===== config.mk =====
export PLATFORM = sky130hd
export DESIGN_NAME = outbuf_addrprocess
export DESIGN_NICKNAME = d
export VERILOG_FILES = /design/src/rtl/outbuf_addrprocess.sv
export SDC_FILE = /design/constraint.sdc
export NUM_CORES = 1
export LEC_CHECK = 0
export ABC_CLOCK_PERIOD_IN_PS = 4900
export BUFFER_PORTS_ARGS = -buffer_cell sky130_fd_sc_hd__buf_4
export CAP_MARGIN = 40
export CORE_MARGIN = 2
export CORE_UTILIZATION = 58
export CTS_BUF_LIST = sky130_fd_sc_hd__clkbuf_8
export DETAILED_ROUTE_END_ITERATION = 16
export PLACE_DENSITY = 0.81
export SLEW_MARGIN = 10
export SYNTH_ARGS = -nofsm -noshare
export SYNTH_HDL_FRONTEND = slang
export SYNTH_SLANG_ARGS = --single-unit

===== constraint.sdc =====
create_clock -name sys_clk -period 4.9 [get_ports sys_clk]
set_input_delay 0.245 -clock sys_clk [delete_from_list [all_inputs] [get_ports sys_clk]]
set_output_delay 0.245 -clock sys_clk [all_outputs]
set_load 0.1 [all_outputs]

===== src/rtl/outbuf_addrprocess.sv =====
// outbuf_addrprocess: circular write/read address generation, fill level and flow flags for the DAC output RAM
module outbuf_addrprocess #(
  parameter int ADDR_BITS   = 10,
  parameter int START_LEVEL = 512
) (
  input  logic                 sys_clk,
  input  logic                 reset,
  input  logic                 FirWe,
  input  logic                 DacTick,
  input  logic                 ClrFlags,
  output logic                 OutBufwea,
  output logic [ADDR_BITS-1:0] OutBufAddra,
  output logic                 OutBufenb,
  output logic [ADDR_BITS-1:0] OutBufAddrb,
  output logic                 DacValid,
  output logic [ADDR_BITS:0]   Level,
  output logic                 Running,
  output logic                 Overflow,
  output logic                 Underflow
);
  typedef enum logic {PREFILL, RUN} state_t;
  state_t               state;
  logic [ADDR_BITS-1:0] wptr, rptr;
  logic [ADDR_BITS:0]   level_nxt;
  logic                 full, empty, wr_ok, rd_ok, ovf_ev, udf_ev;
  assign full      = Level == (ADDR_BITS+1)'(2**ADDR_BITS);
  assign empty     = Level == '0;
  assign wr_ok     = FirWe && !full;
  assign rd_ok     = DacTick && state == RUN && !empty;
  assign ovf_ev    = FirWe && full;
  assign udf_ev    = DacTick && state == RUN && empty;
  // simultaneous accepted read and write cancel, keeping Level steady
  assign level_nxt = Level + (ADDR_BITS+1)'(wr_ok) - (ADDR_BITS+1)'(rd_ok);
  always_ff @(posedge sys_clk or negedge reset) begin
    if (!reset) begin
      state       <= PREFILL;
      wptr        <= '0;
      rptr        <= '0;
      OutBufwea   <= 1'b0;
      OutBufAddra <= '0;
      OutBufenb   <= 1'b0;
      OutBufAddrb <= '0;
      DacValid    <= 1'b0;
      Level       <= '0;
      Running     <= 1'b0;
      Overflow    <= 1'b0;
      Underflow   <= 1'b0;
    end else begin
      OutBufwea <= wr_ok;
      OutBufenb <= rd_ok;
      DacValid  <= OutBufenb;
      Level     <= level_nxt;
      Overflow  <= ovf_ev || (Overflow && !ClrFlags);
      Underflow <= udf_ev || (Underflow && !ClrFlags);
      if (wr_ok) begin
        OutBufAddra <= wptr;
        wptr        <= wptr + ADDR_BITS'(1);
      end
      if (rd_ok) begin
        OutBufAddrb <= rptr;
        rptr        <= rptr + ADDR_BITS'(1);
      end
      case (state)
        PREFILL: if (level_nxt >= (ADDR_BITS+1)'(START_LEVEL)) begin
          state   <= RUN;
          Running <= 1'b1;
        end
        RUN: if (udf_ev) begin
          state   <= PREFILL;
          Running <= 1'b0;
        end
        default: begin
          state   <= PREFILL;
          Running <= 1'b0;
        end
      endcase
    end
  end
endmodule


[Yosys cells after proc, flatten, opt, wreduce, memory -nomap -nowiden]
Cells that the tools add are included.
Word-level totals
  register bits after elaboration: 58
  input port bits: 5
  output and inout port bits: 37
Cells by class
  add/sub/neg operators: 4
  $lt $le $gt $ge: 1
  equality and inequality tests: 3
  multiplexer cells: 6
  bitwise logic cells: 1
  reductions and logical operators: 14
Operators by type and width (count)
  adder 10 x 1 -> 10 bit (second input constant): 2
  adder 11 x 1 -> 11 bit: 1
  == test 11 bit (second input constant): 1
  >= comparator 11 x 10 -> 1 bit (second input constant): 1
  zero test 11 bit: 1
  subtractor 11 x 1 -> 11 bit: 1
  logical AND 1 bit: 7
  two-way mux 1 bit: 4
  case mux 1 bit (2 select lines): 2
  zero test 1 bit: 3
  logical OR 1 bit: 2
  inequality test 2 x 1 -> 1 bit (second input constant): 1
  inequality test 2 bit (second input constant): 1
  AND reduction 2 bit: 1
  inverter 1 bit: 1

[Logic depth before layout (Yosys ltp)]
  depth in word-level cells: 8
  mapped depth: 18
  depth with buffers taken out: 16

[Least setup slack after synthesis]
No wires, ideal clock.
  path kind: register -> register
  from: register Level[4]
  to: register state
  arrival time: 3.961 ns
  data required time: 4.776 ns
  slack: 0.815 ns
  stages on the path, launching flop included: 18
  buffers on the path: 2
  cell sequence: dfrtp_1 inv_1 ha_1 nand4bb_1 nor2_1 a21boi_1 buf_2 buf_2 inv_1 ha_1 inv_1 ha_1 fa_1 a21oi_1 o221ai_2 a211oi_2 xnor2_2 o31a_1
Between the ends
  longest elaborated chain between the ends: 8
  elaborated cells on any way between the ends: 13
  those cells by class: add/sub: 2; order compare: 1; eq/ne: 1; mux: 3; reduce/logical: 6
Ends and longest elaborated chain
  start: declaration: RTL line 16  | output logic [ADDR_BITS:0] Level,
  start signal: assignment: RTL line 52  | Level <= level_nxt;
  == test 11 bit: RTL line 26  | assign full = Level == (ADDR_BITS+1)'(2**ADDR_BITS);
  zero test 1 bit: RTL line 28  | assign wr_ok = FirWe && !full;
  logical AND 1 bit: RTL line 28
  net wr_ok: RTL line 25  | logic full, empty, wr_ok, rd_ok, ovf_ev, udf_ev;
  adder 11 x 1 -> 11 bit: RTL line 33  | assign level_nxt = Level + (ADDR_BITS+1)'(wr_ok) - (ADDR_BITS+1)'(rd_ok);
  subtractor 11 x 1 -> 11 bit: RTL line 33
  net level_nxt[10]: RTL line 24  | logic [ADDR_BITS:0] level_nxt;
  >= comparator 11 x 10 -> 1 bit: RTL line 64  | PREFILL: if (level_nxt >= (ADDR_BITS+1)'(START_LEVEL)) begin
  two-way mux 1 bit: RTL line 64
  case mux 1 bit (2 select lines): RTL line 63  | case (state)
  end signal: assignment: RTL line 36  | state <= PREFILL;
  end signal: assignment: RTL line 65  | state <= RUN;
  end signal: assignment: RTL line 69  | state <= PREFILL;
  end: declaration: RTL line 22  | state_t state;
The timed path passes the listed nets, and every way through them passes these cells.
A chain may end at the register's enable or synchronous reset.

[Worst setup path after layout]
  from: register Level[2]
  to: register state
Between the ends
  longest elaborated chain between the ends: 8
  elaborated cells on any way between the ends: 13
  those cells by class: add/sub: 2; order compare: 1; eq/ne: 1; mux: 3; reduce/logical: 6
Ends and longest elaborated chain (RTL line)
  == test 11 bit: 26
  zero test 1 bit: 28
  logical AND 1 bit: 28
  adder 11 x 1 -> 11 bit: 33
  subtractor 11 x 1 -> 11 bit *: 33
  net level_nxt[10]: 24
  >= comparator 11 x 10 -> 1 bit *: 64
  two-way mux 1 bit *: 64
  case mux 1 bit (2 select lines) *: 63
The timed path passes the listed nets; every way through them passes the cells marked *.

==> results.yml <==
sta:
  min_period_ns: 3.600
  min_period_over_period_pct: 73.46
  slew_headroom_pct: 52.68
  worst_pin_slew_ns: 0.7097
  final-setup-viol-count: 0
  fmax_ghz: 0.2778
  rsz0062_at_grt: "false"
  tns_ns: 0
  hold_viol: 0
  fin_skew_ns: 0.004659
  slew_violations: 0
final_layout:
  fin_area_um2: 3254
  fin_nets: 303
  area_delta_synth_final_pct: 22.57
  layoutNonFillerInstCount: 337
  multi_input_area_um2: 1122
  antennaDiodeCount: 0
  seq_area_um2: 1451
  fillerInstances: 309
  layout-drive-gt1-share_pct: 22.81
grt:
  grt_pass1_vias: 1817
  grt-ovfl-total: 0
  grt_usage_pct: 22.22
  grt_pass1_wl_mm: 8.487
  antenna_found_initial: 0
  grt_max_degree: 59
drt:
  drt_iter0_drc: 103
  num_vias: 1772
  postRouteAntennaNets: 0
  drt-vias-per-instance: 5.258
  wl_mm: 5.012
  drc_errors: 0
  wl_per_cell_um: 14.87
  drt_pass1_iterations: 4
setup_path:
  cpMostUsedCell: "ha_1"
  crit_path_max_fanout: 15
  arrival_ns: 3.83
  worst_path_max_delay_cell: "fa_1"
  crit_path_start_kind: "register"
  cp.depth: 15
  crit_start: "Level[2]"
  cp.required_ns: 5.13
  r2r_slack_ns: 1.30
  crit_end: "state"
  crit_chain: "inv_1 > ha_1 > nand4bb_1 > o311ai_2 > buf_4 > inv_2 > ha_1 > inv_1 > ha_1 > fa_1 > a21oi_1 > o221ai_2 > a211oi_2 > xnor2_2 > o31a_1"
  critPathKind: "register to register"
  end_kind: "register"
  rr_startpoint: "Level[2]"
  cpLargestDelayFamily: "compound AO/OA/AOI/OAI gates"
  ff2ff_path_depth: 15
  cp_slowest_stage_delay_ns: 0.42
  cp.buffers_inverters: 4
  r2r_end: "state"
logic_synthesis:
  synth_compound_area_share_pct: 6.315
  synth_commonest_cells: "dfrtp_1, nand2_1, xnor2_1"
  synth_area_leader_cell: "dfrtp_1"
  synth_area_leaders: "dfrtp_1, ha_1, xnor2_1, nand2_1, mux2_1"
  synth_seq_area_share_pct: 54.67
  synth-seq-cells: 58
  synthFlopType: "dfrtp_1"
  syn_area_per_cell_um2: 11.59
  yosysMostFrequentCell: "dfrtp_1"
  synthCells: 229
  syn_nets: 252
  synthAdderAreaFrac_pct: 8.765
  synthSimpleGateAreaFrac_pct: 13.01
  ys_warn_count: 0
  synth.top_cell.area_share_pct: 54.67
  synth_top_family_by_area: "simple AND/OR/NAND/NOR gates"
  synth_xor_area_share_pct: 9.519
  synth_mux_area_share_pct: 4.665
  async_reset_ff_share_pct: 100.0
  synth.cell_area_um2: 2655
  ys_types: 39
  synth_edf_count: 0
floorplanning:
  die_h_um: 71.66
  rows: 24
  die-area_um2: 5135
  core-area_um2: 4384
  io_pins: 42
  start_util_pct: 60.56
  die_w_um: 71.66
place:
  place_congestion: 0.8477
  portBuffers: 41
  placed_cells: 320
  place_hpwl_mm: 3.375
  dpl_cell_area_um2: 3025
clocking:
  htree_num_levels: 3
  cts_tree: "done"
  numCtsBuffers: 9
  root_buffer: "clkbuf_8"
  cts.path.max_buffers: 2
  insertion_delay_ns: 0.34
  clkTransAtPathRegs_ns: 0.06
  cts_resized: 0
  cts_sinks: 58
run_status:
  status: "complete, no violations"
job:
  max_cap_viol_count: 0
worst_hold_path:
  hp-class: "primary input to register"
==> cells by family after synthesis <==
group	Yosys count
flops	58
mux	11
simple gates	72
buf+inv	21
compound gates	21
fa+ha+maj	18
xor+xnor	28
==> cells in the final DEF (no fill, tap or decap), types with 2 or more instances in the layout <==
cell and n:
clkinv_2 2, o21ai_1 2, nor2_1 10, xnor2_1 18, mux2_1 11, o21ai_0 2
nand2b_1 2, buf_4 43, nand2_1 37, clkbuf_8 10, dfrtp_1 58, nand3_1 6
xor2_1 9, and3_1 3, bufinv_16 2, inv_1 17, ha_1 17, nand3b_1 3
a21oi_1 5, nand4_1 5
==> worst min path at each step <==
stage | from | end | slack [ns] | depth (start not counted)
after floorplan | reset | DacValid | -0.05 | 0
after global placement | reset | OutBufAddra[9] | 0.34 | 1
after detailed placement | reset | wptr[9] | 0.35 | 1
after CTS | ClrFlags | Underflow | 0.10 | 2
after global routing | ClrFlags | Underflow | 0.13 | 2
final | ClrFlags | Underflow | 0.10 | 2
==> metrics by stage <==
| stage | util [%] | setup WS [ns] | hold slack [ns] |
|---|---|---|---|
| CTS | 74.23 | 1.283 | 0.1005 |
| global placement | 69.01 | 1.492 | 0.3428 |
| detailed placement | 69.01 | 1.331 | 0.3455 |
| floorplan | - | 0.8151 | -0.05059 |
| global route | 74.23 | 1.078 | 0.1327 |
| finish | 74.23 | 1.300 | 0.1042 |
==> flip-flops by register name, indices dropped and copies added, names as in the netlist, 10 cells and up <==
name         flops
Level           11
OutBufAddra     10
OutBufAddrb     10
rptr            10
wptr            10
==> layout make-up <==
type / count / area share [%]
clock buffer: 10 / 4.229
clock inverter: 6 / 2.499
inverter: 17 / 1.961
multi-input combinational: 150 / 34.49
sequential: 58 / 44.60
tap: 52 / 1.999
timing repair buffer: 44 / 10.23
==> layer usage <==
metal	vias up	global-route usage [%]	wire length (um)	share of wire (%)
met4	0	12.37	109	2.2
met3	13	5.204	220	4.4
li1	868	-	-	-
met1	849	29.22	2320	46
met2	42	34.16	2361	47
met5	-	0	0	0
==> repair_timing <==
action / in CTS / in global routing
hold buffers: 1 / 0
hold endpoints to repair: 58 / 0
setup buffers: 0 / 0
Power is not shown: default switching activity piles up to over one toggle a cycle in this logic, so the estimate is an artifact.
